### config.mk
export PLATFORM = sky130hd
export DESIGN_NAME = tlb_entry_array_flat
export DESIGN_NICKNAME = d
export VERILOG_FILES = /design/src/rtl/tlb_pkg.sv /design/src/rtl/tlb_entry_array_if.sv /design/src/rtl/tlb_victim_sel.sv /design/src/rtl/tlb_entry_array.sv /design/src/flat_wrapper.sv
export SDC_FILE = /design/constraint.sdc
export NUM_CORES = 1
export LEC_CHECK = 0
export CELL_PAD_IN_SITES_DETAIL_PLACEMENT = 0
export CELL_PAD_IN_SITES_GLOBAL_PLACEMENT = 1
export CORE_MARGIN = 10
export CORE_UTILIZATION = 54
export CTS_CLUSTER_DIAMETER = 50
export DETAILED_ROUTE_END_ITERATION = 8
export PLACE_DENSITY = 0.93
export SYNTH_ARGS = -nofsm -noshare
export SYNTH_HDL_FRONTEND = slang
export SYNTH_SLANG_ARGS = --single-unit
### constraint.sdc
create_clock -name clock -period 12.4 [get_ports clock]
set_input_delay 3.72 -clock clock [delete_from_list [all_inputs] [get_ports clock]]
set_output_delay 3.72 -clock clock [all_outputs]
set_load 0.02 [all_outputs]
### src/rtl/tlb_pkg.sv
// Shared TLB types and widths.
// Used by the PTW, the entry array and the barrier wrapper.
package tlb_pkg;

    localparam int TLB_VPN_BITS = 27;
    localparam int TLB_PPN_BITS = 20;
    localparam int TLB_ENTRIES  = 8;

    // Field order matches the barrier io_x_* order bit-for-bit.
    typedef struct packed {
        logic [TLB_PPN_BITS-1:0] ppn;
        logic                    u;
        logic                    ae_ptw;
        logic                    ae_final;
        logic                    pf;
        logic                    gf;
        logic                    sx;
        logic                    px;
    } tlb_entry_t;

endpackage

### src/rtl/tlb_entry_array_if.sv
// Lookup, refill and sfence bundle of the TLB entry array.
// master = requester side, slave = array side.
interface tlb_entry_array_if #(
    parameter int ENTRIES  = 8,
    parameter int VPN_BITS = 27,
    parameter int PPN_BITS = 20
);

    logic                         lookup_valid;
    logic [VPN_BITS-1:0]          lookup_vpn;
    logic                         resp_valid;
    logic                         resp_hit;
    logic [PPN_BITS+6:0]          resp_data;
    logic                         refill_valid;
    logic                         refill_ready;
    logic [VPN_BITS-1:0]          refill_vpn;
    logic [PPN_BITS+6:0]          refill_data;
    logic                         sfence_valid;
    logic                         sfence_rs1;
    logic [VPN_BITS-1:0]          sfence_vpn;
    logic [$clog2(ENTRIES+1)-1:0] occupancy;

    modport master (
        output lookup_valid, lookup_vpn,
        input  resp_valid, resp_hit, resp_data,
        output refill_valid, refill_vpn, refill_data,
        input  refill_ready,
        output sfence_valid, sfence_rs1, sfence_vpn,
        input  occupancy
    );

    modport slave (
        input  lookup_valid, lookup_vpn,
        output resp_valid, resp_hit, resp_data,
        input  refill_valid, refill_vpn, refill_data,
        output refill_ready,
        input  sfence_valid, sfence_rs1, sfence_vpn,
        output occupancy
    );

endinterface

### src/rtl/tlb_victim_sel.sv
// Refill victim choice: existing tag match, else lowest free slot,
// else round-robin pointer.
module tlb_victim_sel #(
    parameter int ENTRIES = 8,
    parameter int PW      = $clog2(ENTRIES)
) (
    input  logic [ENTRIES-1:0] valid,
    input  logic [ENTRIES-1:0] match,
    input  logic [PW-1:0]      repl_ptr,
    output logic [ENTRIES-1:0] we,
    output logic               advance_ptr
);

    logic [ENTRIES-1:0] free;

    assign free = ~valid;

    // Priority pick of the one-hot write enable.
    always_comb begin
        we          = '0;
        advance_ptr = 1'b0;
        if (|match) begin
            we = match;
        end else if (|free) begin
            // Lowest zero bit of valid is isolated by valid+1.
            we = free & (valid + 1'b1);
        end else begin
            we          = ENTRIES'(1) << repl_ptr;
            advance_ptr = 1'b1;
        end
    end

endmodule

### src/rtl/tlb_entry_array.sv
// Fully-associative TLB entry store: refill, 1-cycle lookup, sfence.
// Tag/data flops are not reset; only valid bits qualify them.
module tlb_entry_array
    import tlb_pkg::*;
#(
    parameter int ENTRIES  = TLB_ENTRIES,
    parameter int VPN_BITS = TLB_VPN_BITS,
    parameter int PPN_BITS = TLB_PPN_BITS
) (
    input  logic               clock,
    input  logic               reset,
    tlb_entry_array_if.slave   bus
);

    localparam int DW = PPN_BITS + 7;
    localparam int PW = $clog2(ENTRIES);
    localparam int OW = $clog2(ENTRIES + 1);

    logic [VPN_BITS-1:0] tag_q  [ENTRIES];
    logic [DW-1:0]       data_q [ENTRIES];
    logic [ENTRIES-1:0]  valid_q;
    logic [ENTRIES-1:0]  valid_d;
    logic [ENTRIES-1:0]  lk_match;
    logic [ENTRIES-1:0]  rf_match;
    logic [ENTRIES-1:0]  sf_match;
    logic [ENTRIES-1:0]  we;
    logic [PW-1:0]       repl_ptr;
    logic                advance_ptr;
    logic                fire;
    logic [DW-1:0]       lk_data;
    logic [OW-1:0]       occ_d;
    logic [OW-1:0]       occ_q;
    logic                resp_valid_q;
    logic                resp_hit_q;
    logic [DW-1:0]       resp_data_q;

    assign bus.refill_ready = !bus.sfence_valid;
    assign fire             = bus.refill_valid && !bus.sfence_valid;

    assign bus.resp_valid   = resp_valid_q;
    assign bus.resp_hit     = resp_hit_q;
    assign bus.resp_data    = resp_data_q;
    assign bus.occupancy    = occ_q;

    // Tag compares for lookup, refill and selective sfence.
    always_comb begin
        lk_data = '0;
        for (int i = 0; i < ENTRIES; i++) begin
            lk_match[i] = valid_q[i] && (tag_q[i] == bus.lookup_vpn);
            rf_match[i] = valid_q[i] && (tag_q[i] == bus.refill_vpn);
            sf_match[i] = valid_q[i] && (tag_q[i] == bus.sfence_vpn);
            lk_data     = lk_data | (data_q[i] & {DW{lk_match[i]}});
        end
    end

    tlb_victim_sel #(
        .ENTRIES (ENTRIES),
        .PW      (PW)
    ) u_victim (
        .valid       (valid_q),
        .match       (rf_match),
        .repl_ptr    (repl_ptr),
        .we          (we),
        .advance_ptr (advance_ptr)
    );

    // Next valid vector and its population count.
    always_comb begin
        valid_d = valid_q;
        if (bus.sfence_valid) begin
            valid_d = bus.sfence_rs1 ? (valid_q & ~sf_match) : '0;
        end else if (fire) begin
            valid_d = valid_q | we;
        end
        occ_d = '0;
        for (int i = 0; i < ENTRIES; i++) begin
            occ_d = occ_d + OW'(valid_d[i]);
        end
    end

    // Control state: valid bits, pointer, occupancy, response.
    always_ff @(posedge clock or negedge reset) begin
        if (!reset) begin
            valid_q      <= '0;
            repl_ptr     <= '0;
            occ_q        <= '0;
            resp_valid_q <= 1'b0;
            resp_hit_q   <= 1'b0;
            resp_data_q  <= '0;
        end else begin
            valid_q      <= valid_d;
            occ_q        <= occ_d;
            resp_valid_q <= bus.lookup_valid;
            resp_hit_q   <= bus.lookup_valid && (|lk_match);
            resp_data_q  <= bus.lookup_valid ? lk_data : '0;
            if (fire && advance_ptr) begin
                repl_ptr <= (repl_ptr == PW'(ENTRIES - 1)) ?
                            '0 : repl_ptr + 1'b1;
            end
        end
    end

    // Tag and payload storage written on an accepted refill.
    always_ff @(posedge clock) begin
        for (int i = 0; i < ENTRIES; i++) begin
            if (fire && we[i]) begin
                tag_q[i]  <= bus.refill_vpn;
                data_q[i] <= bus.refill_data;
            end
        end
    end

endmodule

### src/flat_wrapper.sv
// flat-port wrapper written by rule: the top's interface ports become plain ports
module tlb_entry_array_flat import tlb_pkg::*;
#(
    parameter int ENTRIES  = TLB_ENTRIES,
    parameter int VPN_BITS = TLB_VPN_BITS,
    parameter int PPN_BITS = TLB_PPN_BITS
)
  (clock, reset, bus_lookup_valid, bus_lookup_vpn, bus_resp_valid, bus_resp_hit, bus_resp_data, bus_refill_valid, bus_refill_vpn, bus_refill_data, bus_refill_ready, bus_sfence_valid, bus_sfence_rs1, bus_sfence_vpn, bus_occupancy);
  tlb_entry_array_if #(.ENTRIES(ENTRIES), .VPN_BITS(VPN_BITS), .PPN_BITS(PPN_BITS)) bus_i ();
  input  logic clock;
  input  logic reset;
  input wire logic [$bits(bus_i.lookup_valid)-1:0] bus_lookup_valid;
  input wire logic [$bits(bus_i.lookup_vpn)-1:0] bus_lookup_vpn;
  output wire logic [$bits(bus_i.resp_valid)-1:0] bus_resp_valid;
  output wire logic [$bits(bus_i.resp_hit)-1:0] bus_resp_hit;
  output wire logic [$bits(bus_i.resp_data)-1:0] bus_resp_data;
  input wire logic [$bits(bus_i.refill_valid)-1:0] bus_refill_valid;
  input wire logic [$bits(bus_i.refill_vpn)-1:0] bus_refill_vpn;
  input wire logic [$bits(bus_i.refill_data)-1:0] bus_refill_data;
  output wire logic [$bits(bus_i.refill_ready)-1:0] bus_refill_ready;
  input wire logic [$bits(bus_i.sfence_valid)-1:0] bus_sfence_valid;
  input wire logic [$bits(bus_i.sfence_rs1)-1:0] bus_sfence_rs1;
  input wire logic [$bits(bus_i.sfence_vpn)-1:0] bus_sfence_vpn;
  output wire logic [$bits(bus_i.occupancy)-1:0] bus_occupancy;
  assign bus_i.lookup_valid = bus_lookup_valid;
  assign bus_i.lookup_vpn = bus_lookup_vpn;
  assign bus_resp_valid = bus_i.resp_valid;
  assign bus_resp_hit = bus_i.resp_hit;
  assign bus_resp_data = bus_i.resp_data;
  assign bus_i.refill_valid = bus_refill_valid;
  assign bus_i.refill_vpn = bus_refill_vpn;
  assign bus_i.refill_data = bus_refill_data;
  assign bus_refill_ready = bus_i.refill_ready;
  assign bus_i.sfence_valid = bus_sfence_valid;
  assign bus_i.sfence_rs1 = bus_sfence_rs1;
  assign bus_i.sfence_vpn = bus_sfence_vpn;
  assign bus_occupancy = bus_i.occupancy;
  tlb_entry_array #(.ENTRIES(ENTRIES), .VPN_BITS(VPN_BITS), .PPN_BITS(PPN_BITS)) u_core (.clock(clock), .reset(reset), .bus(bus_i));
endmodule
==> flow_metrics.tcl, run 1 <==
set metrics [dict create \
    place.gp.congestion 1.12 \
    clock.fmax_mhz 112 \
    cp_slowest_cell "clkdlybuf4s50_1" \
    htree_levels 2 \
    critPathArrivalTime_ps 9450 \
    drive_gt1_share_pct 9.00 \
    setup_violations 0 \
    holdBufCountCts 0 \
    drtAntennaViolNets 0 \
    crit_family "adder cells" \
    routed-wl-met3_mm 12.6 \
    grt_max_degree 55 \
    coreArea_um2 43300 \
    comb_power_share_pct 9.7 \
    cts.sinks 476 \
    rsz0062_at_grt "no" \
    crit_path_end_kind "flop" \
    hold_violations 0 \
    fin_setup_tns_ps 0 \
    post-place-ws_ps 3140 \
    cts_buffers 54 \
    tightest_slew_ps 1370 \
    synth_edf_count 432 \
    wl_mm 98.4 \
    postSynthAreaPerCell_um2 13.9 \
    wl_met2_mm 44.5 \
    grt_pass1_vias 16400 \
    highest_layer "met5" \
    postLayoutCellArea_um2 27700 \
    async_flop_share_pct 9.24 \
    fp-row-count 76 \
    grt_pass1_wl_mm 135 \
    synth_adder_area_share_pct 0.811 \
    drv_cap 0 \
    intPower_mw 2.90 \
    status "finished, final reports clean" \
    clk_pin_slew_worst_paths_ps 60 \
    place_area_um2 25800 \
    maxSlewViolCount 0 \
    cp-start-kind "primary input" \
    timing_worst_setup_path_type "primary input to flop" \
    slew_headroom_pct 8.25 \
    period_minus_slack_ps 8910 \
    min_period_over_period_pct 71.9 \
    drt_iter0_markers 2674 \
    postSynthRegisterBits 476 \
    drc 0 \
    leakage_nw 8.93 \
    dpl.hpwl_mm 68.2 \
    grt_antenna_before_repair 4 \
    area_growth_pct 16.4 \
    fin_hold_ws_ps 537 \
    avgViaCountPerCell 6.74 \
    synthXorXnorAreaFrac_pct 23.8 \
    ir_drop_mv 0.138 \
    cp_max_fo 16 \
    pwr_density_cell_nw_per_um2 140 \
    yosysWarnings 0 \
    dieArea_um2 52800 \
    track_usage_pct 36.6 \
    synth-main-ff-cell "edfxtp_1" \
    crit_chain "clkdlybuf4s50_1 > xor2_1 > nor4_1 > nand4_1 > nand4_1 > o31a_1 > o21ai_0 > ha_1 > inv_1 > fa_1 > inv_1 > fa_1 > fa_1 > inv_1 > fa_1 > inv_1" \
    p_seq_share_pct 46.7 \
    finish.net_count 1983 \
    muxShareOfSynthArea_pct 0.132 \
    drt_pass1_iterations 6 \
    ctsResizeCount 0 \
    clkPwrFrac_pct 43.6 \
    fp.dieH_um 230 \
    initial_core_util_pct 54.9 \
    clock_skew_ps 43.0 \
    clk_path_buf_depth 3 \
    p_switching_mw 0.965 \
    synth_top_family_by_area "XOR/XNOR gates" \
    critPathRequiredTime_ps 12940 \
    cp_slowest_stage_delay_ps 960 \
    holdCritPathClass "flop to flop" \
    drt-met1-wl_mm 34.9 \
    synth_top_area_share_pct 54.6 \
    num_vias 16800 \
    clkLatencyLatePin_ps 640 \
    synth_compound_area_share_pct 5.67 \
    io_buffers 147 \
    cts_root_buf "clkbuf_16" \
    synthSimpleGateAreaFrac_pct 7.43 \
    synth.distinct_cells 50 \
    postCtsSetupBuffers 0 \
    gr-total-overflow 0 \
    synthCells 1707 \
    wl_per_cell_um 39.5 \
    syn-num-nets 1834 \
    synth_seq_area_share_pct 59.3 \
    cts_tree "built" \
    switching_share_pct 25.0 \
    crit_buf_inv 5 \
    synth_area_leader_cell "edfxtp_1" \
    die_x_um 230 \
    ioPinCount 148 \
    setup_slack_ps 3490 \
    synth_area_um2 23800 \
    ys_top_cells_by_area "edfxtp_1, xnor2_1, xor2_1" \
]
-- worst paths after layout --
kind	from	cells past startpoint	slack, ps	end
worst max-delay path	bus_refill_vpn[1]	16	3490	u_core.bus.occupancy[1]
worst min-delay path	u_core.data_q[1][13]	2	540	u_core.bus.resp_data[13]
worst max register to register	u_core.tag_q[1][64]	15	7100	u_core.bus.occupancy[1]
worst min register to register	u_core.data_q[1][13]	2	540	u_core.bus.resp_data[13]
max in group asynchronous	reset	2	8650	u_core.bus.resp_data[0]
min in group asynchronous	reset	2	3240	u_core.repl_ptr[0]
-- metal layers --
layer	up-vias	track usage [%]
li1	6641	-
met1	8374	45.2
met2	1458	56.2
met3	287	11.4
met4	6	21.0
met5	-	0
-- layout by cell type (no fill, tap or decap), types with 5 or more instances in the layout --
cell type and n:
edfxtp_1 432, xnor2_1 399, xor2_1 247, clkdlybuf4s50_1 146, nand4_1 121, nor4_1 70
clkbuf_16 54, buf_4 50, dfrtp_1 44, a22oi_1 42, a31oi_1 29, a221oi_1 28
a22o_1 20, nand2_1 19, inv_1 18, nand3_1 14, clkbuf_1 11, a22o_2 9
ha_1 9, clkbuf_8 9, nor2_1 8, or4_1 8, nor4_4 8, clkinv_2 8
nor3_1 7, o21ai_0 7, a21oi_1 6, a222oi_1 6, bufinv_16 6, o41ai_1 5
-- state kept, by name, summed over array words and instances (netlist names) --
register               cells
u_core.data_q            216
u_core.bus.resp_data      27
u_core.bus.resp_valid      1
u_core.bus.occupancy       4
u_core.valid_q             8
u_core.tag_q             216
u_core.repl_ptr            3
u_core.bus.resp_hit        1
-- power groups by stage --
| stage | logic, mW | registers (mW) | clock network [mW] |
|---|---|---|---|
| 2_1_floorplan | 0.180 | 1.83 | 0 |
| 3_3_place_gp | 0.361 | 1.83 | 0 |
| 3_5_place_dp | 0.360 | 1.83 | 0 |
| 4_1_cts | 0.361 | 1.80 | 1.69 |
| 5_1_grt | 0.380 | 1.80 | 1.75 |
| 6_report | 0.374 | 1.80 | 1.69 |
-- kinds of logic after synthesis --
| group | after synthesis |
|---|---|
| DFF | 476 |
| and+or+nand+nor | 273 |
| AOI/OAI and AO/OA | 173 |
| xor gates and xnor gates | 646 |
| muxes | 3 |
| buffers and inverters | 123 |
| adders and majority gates | 13 |
-- layout make-up --
cell class | count | area (µm²)
tap | 585 | 732
fill | 3147 | 15600
clock inverter | 27 | 365
clock buffer | 74 | 1520
timing repair buffer | 197 | 1840
inverter | 19 | 71.3
sequential | 476 | 14100
antenna | 3 | 7.51
multi-input combinational | 1108 | 9040
-- worst reg2reg max path, delay by kind of cell, from the launching register on --
family                     cells  cell delay, ps
AOI/OAI and AO/OA              2             390
buffers and inverters          4             260
adders and majority gates      5            2050
DFF                            1             540
xor gates and xnor gates       1             210
and+or+nand+nor                3            1750
-- synthesized netlist by cell type, types with 10 or more instances --
library cell,n
edfxtp_1,432
inv_1,18
a22o_1,20
buf_4,18
clkbuf_1,33
nand3_1,14
xnor2_1,399
buf_2,38
buf_6,12
a221oi_1,28
nand4_1,121
nor4_1,70
nor2_1,10
a31oi_1,29
nand2_1,19
xor2_1,247
dfrtp_1,44
a22oi_1,42
-- metrics by stage --
step,std cells,power (mW),utilization [%]
2_1_floorplan,1707,2.01,-
6_report,2489,3.86,63.9
3_5_place_dp,2385,2.19,59.5
5_1_grt,2486,3.93,63.9
4_1_cts,2486,3.85,63.9
3_3_place_gp,2385,2.19,59.5
Note: power is estimated with default switching activity, not from simulation.
==> run 2: changes to the inputs <==
--- a/config.mk
+++ b/config.mk
@@ -8,10 +8,10 @@
 export CELL_PAD_IN_SITES_DETAIL_PLACEMENT = 0
 export CELL_PAD_IN_SITES_GLOBAL_PLACEMENT = 1
 export CORE_MARGIN = 10
-export CORE_UTILIZATION = 54
+export CORE_UTILIZATION = 50
 export CTS_CLUSTER_DIAMETER = 50
 export DETAILED_ROUTE_END_ITERATION = 8
-export PLACE_DENSITY = 0.93
+export PLACE_DENSITY = 0.87
 export SYNTH_ARGS = -nofsm -noshare
 export SYNTH_HDL_FRONTEND = slang
 export SYNTH_SLANG_ARGS = --single-unit
==> constraint.sdc (replaced) <==
create_clock -name clock -period 9.2 [get_ports clock]
set_input_delay 2.76 -clock clock [delete_from_list [all_inputs] [get_ports clock]]
set_output_delay 2.76 -clock clock [all_outputs]
set_load 0.02 [all_outputs]
==> run 2 against run 1 <==
Clock-buffer cell count down 2. Wire length up 5.8%. Via count up 0.53%. Clock power up 40%. First-iteration DRC count down 7.2%. Clock skew down 8.9 ps. Non-clock buffer count up 40. Power up 38%. Cell area up 1.7%. Critical path depth up 2. Cell count up 2.7%. Setup slack worse by 2700 ps. Critical endpoint unchanged. Largest cell class unchanged.
==> flow_metrics.tcl, run 2 (synthesized netlist as in run 1, its figures left out) <==
set metrics [dict create \
    setup_violations 0 \
    holdBufCountCts 0 \
    cts_root_buf "clkbuf_16" \
    cts_tree "built" \
    cts.sinks 476 \
    crit_buf_inv 6 \
    postCtsSetupBuffers 0 \
    critPathArrivalTime_ps 9020 \
    fp-row-count 79 \
    dieArea_um2 56600 \
    period_minus_slack_ps 8460 \
    grt_max_degree 55 \
    setup_slack_ps 740 \
    clk_path_buf_depth 3 \
    grt_pass1_vias 16800 \
    track_usage_pct 36.3 \
    ioPinCount 148 \
    crit_path_end_kind "flop" \
    postLayoutCellArea_um2 28100 \
    drt_pass1_iterations 6 \
    fin_setup_tns_ps 0 \
    place.gp.congestion 1.05 \
    die_x_um 238 \
    grt_pass1_wl_mm 141 \
    busiest_layer "met2" \
    critPathRequiredTime_ps 9760 \
    drive_gt1_share_pct 11.3 \
    gr-usage-met3_pct 8.77 \
    post-place-ws_ps 224 \
    coreArea_um2 46800 \
    cts_buffers 58 \
    clock_skew_ps 34.1 \
    hold_violations 0 \
    r2r_slack_ps 3230 \
    tightest_slew_ps 1200 \
    min_from "u_core.data_q[0][26]" \
    drv_cap 0 \
    r2r_start "u_core.tag_q[0][94]" \
    wl_mm 104 \
    ctsResizeCount 0 \
    grt_antenna_before_repair 2 \
    slew_headroom_pct 19.3 \
    area_growth_pct 18.4 \
    grtUsageMet1_pct 45.5 \
    n_antenna_cell 0 \
    min_period_over_period_pct 92.0 \
    status "finished, final reports clean" \
    crit_start "bus_refill_vpn[13]" \
    crit_family "simple AND/OR/NAND/NOR gates" \
    drt_iter0_markers 2482 \
    drc 0 \
    leakage_nw 9.18 \
    rsz0062_at_grt "no" \
    holdCritPathClass "flop to flop" \
    layout_commonest_cell "edfxtp_1" \
    cp-start-kind "primary input" \
    crit_chain "clkdlybuf4s50_1 > buf_4 > xnor2_1 > nand4_1 > nor4_1 > nand4_1 > nand4_1 > o31a_1 > o21ai_0 > ha_1 > inv_1 > fa_1 > inv_1 > fa_1 > fa_1 > inv_1 > fa_1 > inv_1" \
    globalRouteMet2Util_pct 55.4 \
    clk_pin_slew_worst_paths_ps 60 \
    maxSlewViolCount 0 \
    wl_per_cell_um 40.7 \
    timing_worst_setup_path_type "primary input to flop" \
    gr-total-overflow 0 \
    clock.fmax_mhz 118 \
    initial_core_util_pct 50.8 \
    finish.net_count 2027 \
    avgViaCountPerCell 6.59 \
    cp_slowest_cell "nor4_1" \
    cp_max_fo 7 \
    io_buffers 147 \
    fp.dieH_um 238 \
    pwr_density_cell_nw_per_um2 189 \
    htree_levels 2 \
    ir_drop_mv 0.200 \
    mostFrequentLayoutCells "edfxtp_1, xnor2_1, xor2_1" \
    num_vias 16900 \
    clkLatencyLatePin_ps 650 \
    dpl.hpwl_mm 76.3 \
    cp_slowest_stage_delay_ps 1110 \
    place_area_um2 26100 \
    power.total_mw 5.32 \
    drtAntennaViolNets 0 \
]
## run 2: cell types whose count changed in the layout (fill, tap and decap cells not counted), moves of 3 or more
| cell | before | now |
|---|---|---|
| buf_4 | 50 | 88 |
| clkbuf_16 | 54 | 60 |
| diode_2 | 3 | 0 |
| clkbuf_8 | 9 | 3 |
| clkinv_8 | 0 | 3 |
## run 2: final timing paths
path | end | cells past startpoint
worst max-delay path | u_core.bus.occupancy[1] | 18
worst min-delay path | u_core.bus.resp_data[26] | 2
worst max register to register | u_core.bus.occupancy[1] | 16
worst min register to register | u_core.bus.resp_data[26] | 2
max in group asynchronous | u_core.bus.resp_data[1] | 2
min in group asynchronous | u_core.repl_ptr[1] | 2
## run 2: metrics by stage
stage / hold slack (ps) / std cells / util, %
after global routing: 559 / 2556 / 60.1
after detailed placement: 543 / 2447 / 55.9
final: 542 / 2556 / 60.1
after global placement: 527 / 2447 / 55.9
after floorplan: 508 / 1707 / -
after CTS: 549 / 2556 / 60.1
## run 2: routing by layer
| layer | up-vias | wire length, µm |
|---|---|---|
| met1 | 8552 | 38300 |
| met5 | - | 27 |
| li1 | 6735 | - |
| met4 | 4 | 7850 |
| met2 | 1318 | 46500 |
| met3 | 246 | 11400 |
## run 2: area by class of cell
cell class	instances	area (µm²)
Tap cell	607	759
Sequential cell	476	14100
Clock buffer	72	1580
Clock inverter	37	423
Fill cell	3610	18600
Timing Repair Buffer	237	2170
Inverter	19	71.3
Multi-Input combinational cell	1108	9050
## run 2: worst min-delay path: stages (launching register included)
cell and delay [ps]:
edfxtp_1 360, nand2_1 70, a31oi_1 70
## run 2: power breakdown
group | internal, mW | switching, mW | leakage [nW]
logic | 0.181 | 0.352 | 3.72
clock network | 1.36 | 1.01 | 0.966
registers | 2.40 | 0.0294 | 4.50
==> run 3: changes to the inputs <==
--- a/config.mk
+++ b/config.mk
@@ -11,7 +11,9 @@
 export CORE_UTILIZATION = 50
 export CTS_CLUSTER_DIAMETER = 50
 export DETAILED_ROUTE_END_ITERATION = 8
+export GPL_TIMING_DRIVEN = 0
 export PLACE_DENSITY = 0.87
+export SKIP_LAST_GASP = 1
 export SYNTH_ARGS = -nofsm -noshare
 export SYNTH_HDL_FRONTEND = slang
 export SYNTH_SLANG_ARGS = --single-unit
==> run 3 against run 2 <==
First-iteration DRC count is 13% higher. Via count is 0.98% higher. Sequential share of layout area increased by 0.90 points. Non-clock buffer count decreased by 31. Register-to-register slack gained 660 ps. Critical endpoint unchanged.
==> flow_metrics.tcl, run 3 (synthesized netlist as in run 1, its figures left out) <==
set metrics [dict create \
    ir_drop_mv 0.180 \
    fp-row-count 79 \
    ioPinCount 148 \
    grt_antenna_before_repair 7 \
    die_x_um 238 \
    avgViaCountPerCell 6.74 \
    io_buffers 91 \
    finish.net_count 1994 \
    drc 0 \
    critPathArrivalTime_ps 9010 \
    pwr_density_cell_nw_per_um2 189 \
    holdBufCountCts 0 \
    clock.fmax_mhz 118 \
    drv_cap 0 \
    fp.dieH_um 238 \
    wl_per_cell_um 38.1 \
    mostFrequentLayoutCells "edfxtp_1, xnor2_1, xor2_1" \
    cts_buffers 56 \
    grt_pass1_vias 16500 \
    htree_levels 2 \
    cts.sinks 476 \
    drtAntennaViolNets 0 \
    slew_headroom_pct 1.37 \
    cp-start-kind "primary input" \
    cts_tree "built" \
    ctsResizeCount 0 \
    coreArea_um2 46800 \
    hold_violations 0 \
    drt_iter0_markers 2796 \
    holdCritPathClass "flop to flop" \
    period_minus_slack_ps 8460 \
    timing_worst_setup_path_type "primary input to flop" \
    grt_pass1_wl_mm 129 \
    critPathRequiredTime_ps 9750 \
    rsz0062_at_grt "no" \
    area_growth_pct 16.3 \
    gr-total-overflow 0 \
    setup_violations 0 \
    drive_gt1_share_pct 10.9 \
    wl_mm 96.3 \
    track_usage_pct 33.1 \
    place_area_um2 25700 \
    maxSlewViolCount 0 \
    initial_core_util_pct 50.8 \
    cts_root_buf "clkbuf_16" \
    place.gp.congestion 1.05 \
    clk_path_buf_depth 3 \
    clk_pin_slew_worst_paths_ps 60 \
    postCtsSetupBuffers 0 \
    dpl.hpwl_mm 61.1 \
    layout_commonest_cell "edfxtp_1" \
    holdPathStages 2 \
    dieArea_um2 56600 \
    leakage_nw 8.93 \
    power.total_mw 5.21 \
    num_vias 17000 \
    min_period_over_period_pct 91.9 \
    tightest_slew_ps 1480 \
    postLayoutCellArea_um2 27600 \
    cp_max_fo 9 \
    reg2reg_depth 15 \
    drt_pass1_iterations 7 \
    crit_path_end_kind "flop" \
    clock_skew_ps 42.2 \
    status "finished, final reports clean" \
    clkLatencyLatePin_ps 650 \
    grt_max_degree 55 \
]
run 3: critical path, stage by stage:
cell and delay (ps):
clkdlybuf4s50_1 1190, buf_2 660, xnor2_1 200, nand4_1 110, nor4_1 320, nand4_1 590, nand4_1 510, o31a_1 260
o21ai_0 130, ha_1 310, inv_1 60, fa_1 470, inv_1 50, fa_1 450, fa_1 390, inv_1 90
fa_1 380, inv_1 60
run 3: power breakdown:
group	internal (mW)	switching, mW
clock network	1.30	0.981
logic	0.159	0.348
registers	2.40	0.0265
run 3: metal layers:
| layer | track usage [%] | share of wire [%] | vias up |
|---|---|---|---|
| met5 | 0 | 0.070 | - |
| met4 | 20.6 | 7.1 | 10 |
| met3 | 9.51 | 13 | 362 |
| met2 | 51.1 | 45 | 1477 |
| met1 | 40.5 | 36 | 8483 |
| li1 | - | - | 6689 |
run 3: area by class of cell:
cell class              instances  area (µm²)
flip-flops and latches        476       14100
multi-input cells            1108        9060
inverters                      19        71.3
plain buffers                 104         612
fillers                      3647       19100
clock inverters                40         420
clock buffers                  66        1490
repair buffers                102        1130
well taps                     607         759
diodes                          2        5.00
run 3: path summary, 6_finish.rpt:
| path | start | to | slack, ps |
|---|---|---|---|
| setup / recovery | bus_refill_vpn[4] | u_core.bus.occupancy[1] | 740 |
| hold / removal | u_core.data_q[0][17] | u_core.bus.resp_data[17] | 550 |
| setup reg to reg | u_core.tag_q[0][17] | u_core.bus.occupancy[1] | 3890 |
| hold reg to reg | u_core.data_q[0][17] | u_core.bus.resp_data[17] | 550 |
| max in group asynchronous | reset | u_core.bus.resp_data[10] | 6500 |
| min in group asynchronous | reset | u_core.bus.resp_data[14] | 2090 |
run 3: through the flow:
stage / hold slack [ps] / std cells / TNS, ps / util, % / setup slack [ps]
detailed placement: 546 / 2415 / 0 / 54.9 / 385
finish: 553 / 2524 / 0 / 59.1 / 743
global route: 592 / 2522 / 0 / 59.1 / 638
CTS: 557 / 2521 / 0 / 59.0 / 1000
global placement: 544 / 2405 / -388250 / 54.4 / -2360
floorplan: 508 / 1707 / 0 / - / 2080
